==> config.mk <==
export PLATFORM = sky130hd
export DESIGN_NAME = muldiv_seq
export DESIGN_NICKNAME = d
export VERILOG_FILES = /design/src/rtl/muldiv_seq.sv
export SDC_FILE = /design/constraint.sdc
export NUM_CORES = 2
export LEC_CHECK = 0
export CORE_MARGIN = 2
export CORE_UTILIZATION = 55
export CTS_CLUSTER_SIZE = 16
export DETAILED_ROUTE_END_ITERATION = 8
export PLACE_DENSITY = 0.78
export SLEW_MARGIN = 20
export SYNTH_ARGS = -nofsm -noshare
export SYNTH_HDL_FRONTEND = slang
export SYNTH_SLANG_ARGS = --single-unit
==> constraint.sdc <==
create_clock -name clk_i -period 6.7 [get_ports clk_i]
set_clock_uncertainty 0.1 [all_clocks]
set_input_delay 1.34 -clock clk_i [delete_from_list [all_inputs] [get_ports clk_i]]
set_output_delay 1.34 -clock clk_i [all_outputs]
set_load 0.03 [all_outputs]
==> src/rtl/muldiv_seq.sv <==
// muldiv_seq: iterative radix-2 multiply/divide sequencer for the execute stage.
// It accepts one operation through a valid/ready request handshake. It runs one
// shift-add (multiply) or restoring shift-subtract (divide) step per cycle over
// the selected width W. It returns a registered result through a valid/ready
// response handshake.
//
// Ports:
//   clk_i, rst_i    clock, synchronous active-high reset
//   flush_i         pipeline kill; aborts any in-flight operation
//   req_valid_i     request present
//   req_ready_o     sequencer can accept a request
//   req_div_i       0=multiply, 1=divide
//   req_signed_i    1=two's-complement operands
//   req_bmd_i       width: 0=8, 1=16, 2=32, 3=64 bits
//   req_s_i         multiplicand / dividend
//   req_t_i         multiplier / divisor
//   resp_valid_o    result present
//   resp_ready_i    consumer takes the result
//   resp_lo_o       low product half / quotient (W bits, zero-extended)
//   resp_hi_o       high product half / remainder (W bits, zero-extended)
//   resp_dz_o       divide by zero
//   resp_of_o       multiply high half significant, or signed MIN/-1 divide
module muldiv_seq #(
  parameter int unsigned REG_W = 64,
  parameter int unsigned CNT_W = 7
) (
  input  logic             clk_i,
  input  logic             rst_i,
  input  logic             flush_i,
  input  logic             req_valid_i,
  output logic             req_ready_o,
  input  logic             req_div_i,
  input  logic             req_signed_i,
  input  logic [1:0]       req_bmd_i,
  input  logic [REG_W-1:0] req_s_i,
  input  logic [REG_W-1:0] req_t_i,
  output logic             resp_valid_o,
  input  logic             resp_ready_i,
  output logic [REG_W-1:0] resp_lo_o,
  output logic [REG_W-1:0] resp_hi_o,
  output logic             resp_dz_o,
  output logic             resp_of_o
);

  typedef enum logic [1:0] {S_IDLE, S_CALC, S_DONE} state_e;

  state_e state_q, state_d;

  // Working registers: a_q = product high half / partial remainder,
  // b_q = multiplier / dividend-quotient, m_q = multiplicand / divisor.
  logic [REG_W-1:0] a_q, b_q, m_q;
  logic [REG_W-1:0] mask_q, msb_q;
  logic [CNT_W-1:0] cnt_q;
  logic             div_q, sgn_q, neg_q, sneg_q;
  logic [REG_W-1:0] res_lo_q, res_hi_q;
  logic             dz_q, of_q;

  function automatic logic [REG_W-1:0] neg_w(input logic [REG_W-1:0] x,
                                             input logic [REG_W-1:0] m);
    return (~x + REG_W'(1)) & m;
  endfunction

  // ---------------- request decode ----------------
  logic [REG_W-1:0] req_mask, req_msb, s_w, t_w, s_mag, t_mag;
  logic [CNT_W-1:0] req_w;
  logic             s_neg, t_neg, dz_case, ovf_case, accept;

  always_comb begin
    case (req_bmd_i)
      2'b00:   begin req_mask = REG_W'(8'hFF);         req_w = CNT_W'(8);  end
      2'b01:   begin req_mask = REG_W'(16'hFFFF);      req_w = CNT_W'(16); end
      2'b10:   begin req_mask = REG_W'(32'hFFFF_FFFF); req_w = CNT_W'(32); end
      default: begin req_mask = '1;                    req_w = CNT_W'(REG_W); end
    endcase
    req_msb  = req_mask ^ (req_mask >> 1);
    s_w      = req_s_i & req_mask;
    t_w      = req_t_i & req_mask;
    s_neg    = req_signed_i && ((s_w & req_msb) != '0);
    t_neg    = req_signed_i && ((t_w & req_msb) != '0);
    s_mag    = s_neg ? neg_w(s_w, req_mask) : s_w;
    t_mag    = t_neg ? neg_w(t_w, req_mask) : t_w;
    dz_case  = req_div_i && (t_w == '0);
    ovf_case = req_div_i && req_signed_i && (s_w == req_msb) && (t_w == req_mask);
    accept   = (state_q == S_IDLE) && req_valid_i && !flush_i;
  end

  // ---------------- one iteration + final sign fixups ----------------
  logic [REG_W:0]   sum, shifted;
  logic             ge;
  logic [REG_W-1:0] step_lo, step_hi, fin_lo, fin_hi;
  logic             fin_of;

  always_comb begin
    // Multiply: the carry out of the W-bit add lands in bit W-1 of hi after
    // the right shift; the bit shifted out of hi enters lo at bit W-1.
    sum     = {1'b0, a_q} + (b_q[0] ? {1'b0, m_q} : '0);
    // Divide: bring down the next dividend bit (MSB of the W-bit field).
    shifted = {a_q, (b_q & msb_q) != '0};
    ge      = shifted >= {1'b0, m_q};
    step_hi = '0;
    step_lo = '0;
    fin_hi  = '0;
    fin_lo  = '0;
    fin_of  = 1'b0;
    if (div_q) begin
      // When ge holds the difference is below m_q, so REG_W bits suffice.
      step_hi = ge ? (shifted[REG_W-1:0] - m_q) : shifted[REG_W-1:0];
      step_lo = ((b_q << 1) | REG_W'(ge)) & mask_q;
      fin_lo  = neg_q  ? neg_w(step_lo, mask_q) : step_lo;
      fin_hi  = sneg_q ? neg_w(step_hi, mask_q) : step_hi;
    end else begin
      step_hi = sum[REG_W:1];
      step_lo = (b_q >> 1) | (sum[0] ? msb_q : '0);
      if (neg_q) begin
        // 2W-bit negate: the +1 carries into hi only when lo is zero.
        fin_lo = neg_w(step_lo, mask_q);
        fin_hi = (~step_hi + REG_W'(step_lo == '0)) & mask_q;
      end else begin
        fin_lo = step_lo;
        fin_hi = step_hi;
      end
      if (sgn_q) fin_of = fin_hi != (((fin_lo & msb_q) != '0) ? mask_q : '0);
      else       fin_of = fin_hi != '0;
    end
  end

  // ---------------- FSM ----------------
  always_ff @(posedge clk_i) begin
    if (rst_i) state_q <= S_IDLE;
    else       state_q <= state_d;
  end

  always_comb begin
    state_d = state_q;
    case (state_q)
      S_IDLE: if (accept) state_d = (dz_case || ovf_case) ? S_DONE : S_CALC;
      S_CALC: if (cnt_q == CNT_W'(1)) state_d = S_DONE;
      S_DONE: if (resp_ready_i) state_d = S_IDLE;
      default: state_d = S_IDLE;
    endcase
    if (flush_i) state_d = S_IDLE;
  end

  always_comb begin
    req_ready_o  = (state_q == S_IDLE);
    resp_valid_o = (state_q == S_DONE);
  end

  // ---------------- datapath ----------------
  always_ff @(posedge clk_i) begin
    if (rst_i) begin
      a_q      <= '0;
      b_q      <= '0;
      m_q      <= '0;
      mask_q   <= '0;
      msb_q    <= '0;
      cnt_q    <= '0;
      div_q    <= 1'b0;
      sgn_q    <= 1'b0;
      neg_q    <= 1'b0;
      sneg_q   <= 1'b0;
      res_lo_q <= '0;
      res_hi_q <= '0;
      dz_q     <= 1'b0;
      of_q     <= 1'b0;
    end else if (accept) begin
      a_q    <= '0;
      b_q    <= req_div_i ? s_mag : t_mag;
      m_q    <= req_div_i ? t_mag : s_mag;
      mask_q <= req_mask;
      msb_q  <= req_msb;
      cnt_q  <= req_w;
      div_q  <= req_div_i;
      sgn_q  <= req_signed_i;
      neg_q  <= s_neg ^ t_neg;
      sneg_q <= s_neg;
      if (dz_case) begin
        res_lo_q <= req_mask;
        res_hi_q <= s_w;
        dz_q     <= 1'b1;
        of_q     <= 1'b0;
      end else if (ovf_case) begin
        res_lo_q <= req_msb;
        res_hi_q <= '0;
        dz_q     <= 1'b0;
        of_q     <= 1'b1;
      end
    end else if (state_q == S_CALC && !flush_i) begin
      a_q   <= step_hi;
      b_q   <= step_lo;
      cnt_q <= cnt_q - CNT_W'(1);
      if (cnt_q == CNT_W'(1)) begin
        res_lo_q <= fin_lo;
        res_hi_q <= fin_hi;
        dz_q     <= 1'b0;
        of_q     <= fin_of;
      end
    end
  end

  assign resp_lo_o = res_lo_q;
  assign resp_hi_o = res_hi_q;
  assign resp_dz_o = dz_q;
  assign resp_of_o = of_q;

endmodule

# [Yosys cells after proc, flatten, opt, wreduce, memory -nomap -nowiden]
# Cells that the tools add are included.
# W data, S select, Z words.
[totals] ff_bits=463 in_bits=137 out_inout_bits=132 wordCells=137
[classes] addsub=9 n_lt_le_gt_ge=1 n_eq_ne=12 mux=51 n_bitwise=23 n_reduce_logical=26
[op_table] cell="$mux W64" n=30
[op_table] cell="$and A64 B64 Y64" n=13
[op_table] cell="$not A64 Y64" n=6
[op_table] cell="$add A64 B1 Y64 const B" n=5
[op_table] cell="$reduce_bool A64 Y1" n=5
[op_table] cell="$pmux W64 S3" n=1
[op_table] cell="$eq A64 B64 Y1" n=2
[op_table] cell="$logic_not A64 Y1" n=2
[op_table] cell="$add A64 B64 Y65" n=1
[op_table] cell="$ge A65 B64 Y1" n=1
[op_table] cell="$add A64 B1 Y64" n=1
[op_table] cell="$ne A64 B64 Y1" n=1
[op_table] cell="$or A63 B64 Y64" n=1
[op_table] cell="$or A64 B1 Y64" n=1
[op_table] cell="$sub A64 B64 Y64" n=1
[op_table] cell="$xor A64 B63 Y64" n=1
[op_table] cell="$pmux W7 S3" n=1
[op_table] cell="$mux W7" n=2
[op_table] cell="$mux W1" n=12
[op_table] cell="$logic_and A1 B1 Y1" n=9
[op_table] cell="$mux W2" n=4
[op_table] cell="$eq A7 B1 Y1 const B" n=1
[op_table] cell="$sub A7 B1 Y7 const B" n=1
[op_table] cell="$ne A2 B1 Y1 const B" n=3
[op_table] cell="11 further kinds" n=17

# [Logic depth before layout (Yosys ltp)]
[depth] ltp_word=18 ltp_mapped=32 ltp_nobuf=26

# [Least setup slack after synthesis]
# Ideal clock, no wire load.
[synth_path] kind="register -> register" start="reg b_q[15]" end="reg res_hi_q[54] (netlist: resp_hi_o[54])" setup_time_ns=0.134 t_arrival_ns=6.893 required_ns=6.466 setup_slack_ns=-0.427 path_stages_with_launch=29 path_buffers=5 synth_period_minus_slack_ns=7.127 cell_sequence="dfxtp_1 > clkbuf_1 > a22o_1 > a221oi_1 > ha_1 > nor2b_1 > o21a_1 > o211a_1 > o2111a_1 > o2111ai_1 > a21boi_1 > o211a_1 > nor2_1 > clkbuf_1 > buf_1 > clkbuf_1 > buf_1 > nand2_1 > nand2_1 > ha_1 > nand3b_1 > or4_1 > o41a_1 > or2_1 > or3_1 > or2_1 > o31ai_1 > xnor2_1 > o22ai_1"
[synth_between] elab_chain_len=12 elab_cells_between_ends=19 classes_between="3 x add/sub; 1 x order compare; 8 x mux; 5 x bitwise; 2 x reduce/logical"
[synth_rtl] item="start, declared" line_no="51" text="logic [REG_W-1:0] a_q, b_q, m_q;"
[synth_rtl] item="start signal, assigned" line_no="168" text="b_q <= req_div_i ? s_mag : t_mag;"
[synth_rtl] item="start signal, assigned" line_no="190" text="b_q <= step_lo;"
[synth_rtl] item="$and A64 B64 Y64" line_no="98" text="shifted = {a_q, (b_q & msb_q) != '0};"
[synth_rtl] item="$reduce_bool A64 Y1" line_no="98"
[synth_rtl] item="$sub A64 B64 Y64 / $ge A65 B64 Y1 (equally long branches)" line_no="107, 99"
[synth_rtl] item="$mux W64" line_no="107" text="step_hi = ge ? (shifted[REG_W-1:0] - m_q) : shifted[REG_W-1:0];"
[synth_rtl] item="$not A64 Y64" line_no="60" text="return (~x + REG_W'(1)) & m;"
[synth_rtl] item="$add A64 B1 Y64" line_no="60"
[synth_rtl] item="$and A64 B64 Y64" line_no="60"
[synth_rtl] item="$mux W64" line_no="110" text="fin_hi = sneg_q ? neg_w(step_hi, mask_q) : step_hi;"
[synth_rtl] item="$mux W64 *" line_no="105" text="if (div_q) begin"
[synth_rtl] item="$mux W64 *" line_no="192" text="if (cnt_q == CNT_W'(1)) begin"
[synth_rtl] item="$mux W64 *" line_no="188" text="end else if (state_q == S_CALC && !flush_i) begin"
[synth_rtl] item="$mux W64 *" line_no="166" text="end else if (accept) begin"
[synth_rtl] item="end signal, assigned" line_no="179" text="res_hi_q <= s_w;"
[synth_rtl] item="end signal, assigned" line_no="194" text="res_hi_q <= fin_hi;"
[synth_rtl] item="end, declared" line_no="55" text="logic [REG_W-1:0] res_lo_q, res_hi_q;"
# Mark *: on every way between the ends. The rest lies on a longest branch, timed or not. The select of a mux whose other input is x is not followed.
# A chain may end at the register's enable or synchronous reset.

# [Worst setup path after layout]
[layout_path] start="reg b_q[6]" end="reg of_q (netlist: resp_of_o)"
[layout_between] elab_chain_len=15 elab_cells_between_ends=21 classes_between="2 x add/sub; 1 x eq/ne; 10 x mux; 5 x bitwise; 3 x reduce/logical"
[layout_rtl] item="$or A63 B64 Y64 *" line_no="113" text="step_lo = (b_q >> 1) | (sum[0] ? msb_q : '0);"
[layout_rtl] item="$not A64 Y64" line_no="60"
[layout_rtl] item="$add A64 B1 Y64" line_no="60"
[layout_rtl] item="$and A64 B64 Y64" line_no="60"
[layout_rtl] item="$mux W64" line_no="114" text="if (neg_q) begin"
[layout_rtl] item="$mux W64" line_no="105"
[layout_rtl] item="$and A64 B64 Y64" line_no="122" text="if (sgn_q) fin_of = fin_hi != (((fin_lo & msb_q) != '0) ? mask_q : '0);"
[layout_rtl] item="$reduce_bool A64 Y1" line_no="122"
[layout_rtl] item="$mux W64" line_no="122"
[layout_rtl] item="$ne A64 B64 Y1" line_no="122"
[layout_rtl] item="$mux W1 *" line_no="122"
[layout_rtl] item="$mux W1 *" line_no="105"
[layout_rtl] item="$mux W1 *" line_no="192"
[layout_rtl] item="$mux W1 *" line_no="188"
[layout_rtl] item="$mux W1 *" line_no="166"
[layout_rtl] item="end signal, assigned" line_no="196" text="of_q <= fin_of;"
[layout_rtl] item="end, declared" line_no="56" text="logic dz_q, of_q;"
# Marks and branches as above.

==> metrics.csv <==
stage,metric,value,unit
floorplan,num_rows,98,
yosys,synth_edf_count,0,
global_route,overflow,0,
floorplan,start_util,0.556,
routing,initialDrtViolationCount,8706,
placement,place_inst,6994,
yosys,synth_seq_cells,342,
layout,mostFrequentLayoutCell,nor2_1,
routing,drcViolationCount,6,
routing,first_pass_iters,9,
clock_tree,cts-root-buf,clkbuf_16,
clock_tree,cts_buffers,43,
pwr,swShare,0.407,
routing,ant_nets,0,
layout,drive_above_1_share,0.128,
timing,worst_slack,-0.0791,ns
yosys,async_reset_ff_frac,0,
global_route,grt_max_degree,97,
yosys,yosys-top-cells-area,"dfxtp_1 (17%), nor2_1 (5.7%), a21oi_1 (5.7%)",
yosys,yosys.area_share.simple,0.265,
timing,tightest_slew,1.22,ns
worst_hold_path,min_from,m_q[58],
placement,dp_hpwl,159000,µm
timing,rsz0062_at_grt,true,
yosys,synth_fa_ha_area_frac,0.0453,
run,drv_cap,0,
clock_tree,ctsHtreeMaxLevel,2,
worst_hold_path,min_to,m_q[58],
yosys,synth_top_family_by_area,compound AO/OA/AOI/OAI gates,
floorplan,die_w,273,µm
layout,final_cells,7090,
clock_tree,clk_latency,0.62,ns
critical_path,path_class,flip-flop to flip-flop,
critical_path,r2r_slack,-0.08,ns
yosys,post_synth.cell_area_avg,6.91,µm²
yosys,yosysSeqAreaShare,0.172,
yosys,syn-cell-area,39800,µm²
routing,vias_per_cell,7.22,
timing,timing.slew.headroom,0.184,
pwr,intPower,4.71,mW
global_route,antenna_found_initial,16,
yosys,synth_fp_nets,6041,
timing,setup_viol,1,
global_route,grt_pass1_vias,45833,
floorplan,design.die.area,74500,µm²
yosys,synthXorXnorAreaFrac,0.0882,
critical_path,worst_setup_path_start_kind,flip-flop,
yosys,synth_compound_area_frac,0.341,
floorplan,ios,269,
global_route,grt_pass1_wl,297000,µm
critical_path,worstPathRequired,7.09,ns
layout,final_cell_mix,"nor2_1 (603), buf_4 (522), nand2_1 (494)",
floorplan,core_area,71600,µm²
clock_tree,cts_buffer_depth,3,
global_route,track_usage,0.524,
outcome,violations,"DRC, setup timing",
yosys,synth_cells,5761,
yosys,ys_types,113,
yosys,synth_ff_type,dfxtp_1,
placement,port_buffers,268,
critical_path,arrival,7.17,ns
pwr,seqPwrFrac,0.280,
critical_path,crit_fanout,3,
worst_hold_path,worstHoldPathCells,2,
yosys,synth_top_area_cell,dfxtp_1,
critical_path,endpoint_kind,flip-flop,
pwr,p_per_area,167,nW/µm²
pwr,pwr-share-comb,0.394,
critical_path,r2r_start,b_q[6],
yosys,synth_top_area_frac,0.172,
timing,fin_crit_sh,1.01,
timing,maxSlewViolCount,0,
floorplan,die_h,273,µm
placement,gp_congestion,1.14,
outcome,status,finished with violations,
worst_hold_path,hp-class,flip-flop to flip-flop,
clock_tree,postCtsHoldBufs,0,
pwr,p_clk_frac,0.326,
layout,area_growth,19.8,%
critical_path,timing.rr.end,resp_of_o,
pwr,power.switching,3.24,mW
clock_tree,path_clk_slew,0.07,ns
pwr,max-vdd-ir-drop,0.292,mV
pwr,p_leak,18.4,nW
yosys,yosysWarnings,0,
clock_tree,cts.sinks,342,
timing,hold_ws,0.381,ns
routing,detail_route.wl_per_cell,28.9,µm
layout,nets,6377,
routing,drt-total-wl,205000,µm
routing,vias,51158,
clock_tree,cts_tree,done,
yosys,synthMuxAreaShare,0.0266,
timing,period_minus_slack,6.78,ns
timing,timing.fmax,148,MHz
timing,hold_viol_final,0,
critical_path,reg2regPathDepth,24,
[critical path: stages (launching register included)]
cell and delay (ns):
dfxtp_2 0.33, or4_4 0.56, nor2_4 0.12, nand3_2 0.09, or2_4 0.27, or4b_4 0.50
nand2b_4 0.16, or4_4 0.50, or3_4 0.34, and3b_2 0.36, ha_4 0.18, and2_4 0.17
nand3_4 0.10, or3_4 0.42, or4_4 0.44, buf_6 0.14, a21o_1 0.19, a32o_2 0.29
nor4_4 0.31, o2111ai_2 0.20, a211oi_2 0.24, buf_4 0.15, nand4_1 0.17, a2111oi_4 0.26
a221oi_2 0.09
[worst max path at each step]
stage / from / endpoint / slack [ns] / cells past startpoint
CTS: b_q[3] / resp_of_o / 0.02 / 24
floorplan: b_q[0] / resp_of_o / 0.01 / 26
global route: b_q[6] / resp_of_o / -0.21 / 24
finish: b_q[6] / resp_of_o / -0.08 / 24
global placement: b_q[3] / resp_of_o / -0.43 / 26
detailed placement: b_q[3] / resp_of_o / -0.44 / 25
[sequential cells by signal (all words and copies together) (netlist names), 2 cells and up]
signal and cells:
a_q 64, b_q 64, cnt_q 7, m_q 64
mask_q 4, msb_q 3, resp_hi_o 64, resp_lo_o 64
state_q 2
[power groups by stage]
| stage | Clock (mW) | Combinational, mW | Sequential, mW |
|---|---|---|---|
| after detailed placement | 0 | 2.93 | 2.26 |
| after CTS | 2.57 | 2.95 | 2.21 |
| after global placement | 0 | 2.91 | 2.26 |
| final | 2.59 | 3.14 | 2.23 |
| after global routing | 2.64 | 3.27 | 2.23 |
| after floorplan | 0 | 1.79 | 2.18 |
[kinds of logic (layout without fill, tap and decap cells)]
family / after synthesis / in the layout
AND/OR/NAND/NOR: 2143 / 2143
AO/OA/AOI/OAI: 1988 / 1988
buffers and inverters: 645 / 1016
XOR/XNOR: 398 / 398
flip-flops: 342 / 342
adder cells (fa/ha/maj): 143 / 143
multiplexers: 102 / 102
other: 0 / 8
[through the flow]
step           total power, mW  cell area [µm²]  utilization  worst slack (ns)  setup TNS, ns
2_1_floorplan             3.97            39900            -            0.0139              0
3_3_place_gp              5.16            45800        0.640            -0.427         -0.507
3_5_place_dp              5.19            45800        0.640            -0.441         -0.746
4_1_cts                   7.73            47500        0.663            0.0190              0
5_1_grt                   8.13            47700        0.666            -0.210         -0.231
6_report                  7.95            47700        0.666           -0.0791        -0.0791
[cells in the mapped netlist (19+ instances only)]
cell,n
nor2_1,607
nand2_1,499
a21oi_1,454
clkbuf_1,413
dfxtp_1,342
o21ai_0,295
a211oi_1,287
nor3_1,234
xnor2_1,220
xor2_1,175
ha_1,141
inv_1,135
and2_1,120
nand3_1,108
a21o_1,97
nand4_1,96
or3_1,89
mux2i_1,82
o22ai_1,79
a31oi_1,77
nor4_1,75
o31ai_1,68
o211ai_1,65
and3_1,64
buf_1,60
a222oi_1,45
a22oi_1,45
nand2b_1,43
or4_1,43
o21a_1,40
a221oi_1,36
o21ai_1,35
a221o_1,34
o21bai_1,34
or2_2,33
o41ai_1,32
buf_2,27
nor2b_1,27
a211o_1,25
a311oi_1,22
and4_1,22
o2111ai_1,21
mux2_2,19
[cell type report]
| cell class | count | area [µm²] |
|---|---|---|
| diodes | 8 | 20.0 |
| clock buffers | 54 | 1190 |
| clock inverters | 26 | 318 |
| fillers | 6449 | 23900 |
| inverters | 140 | 529 |
| multi-input cells | 4774 | 30900 |
| flip-flops and latches | 342 | 6860 |
| well taps | 950 | 1190 |
| repair buffers | 796 | 6700 |
[metal layers]
| metal | global-route usage | wire [µm] | up-vias |
|---|---|---|---|
| met4 | 0.458 | 23300 | 14 |
| met3 | 0.150 | 28800 | 1073 |
| met2 | 0.734 | 78900 | 4192 |
| met5 | 0 | 97 | - |
| li1 | - | - | 22274 |
| met1 | 0.653 | 73800 | 23605 |
[repair_timing]
item | in CTS | in global routing
endpoints found under the setup margin | 7 | 18
pin swaps | 12 | 24
resized for setup | 21 | 34
hold endpoints to repair | 0 | 0
buffers inserted | 6 | 2
(Power assumes the default switching activity.)
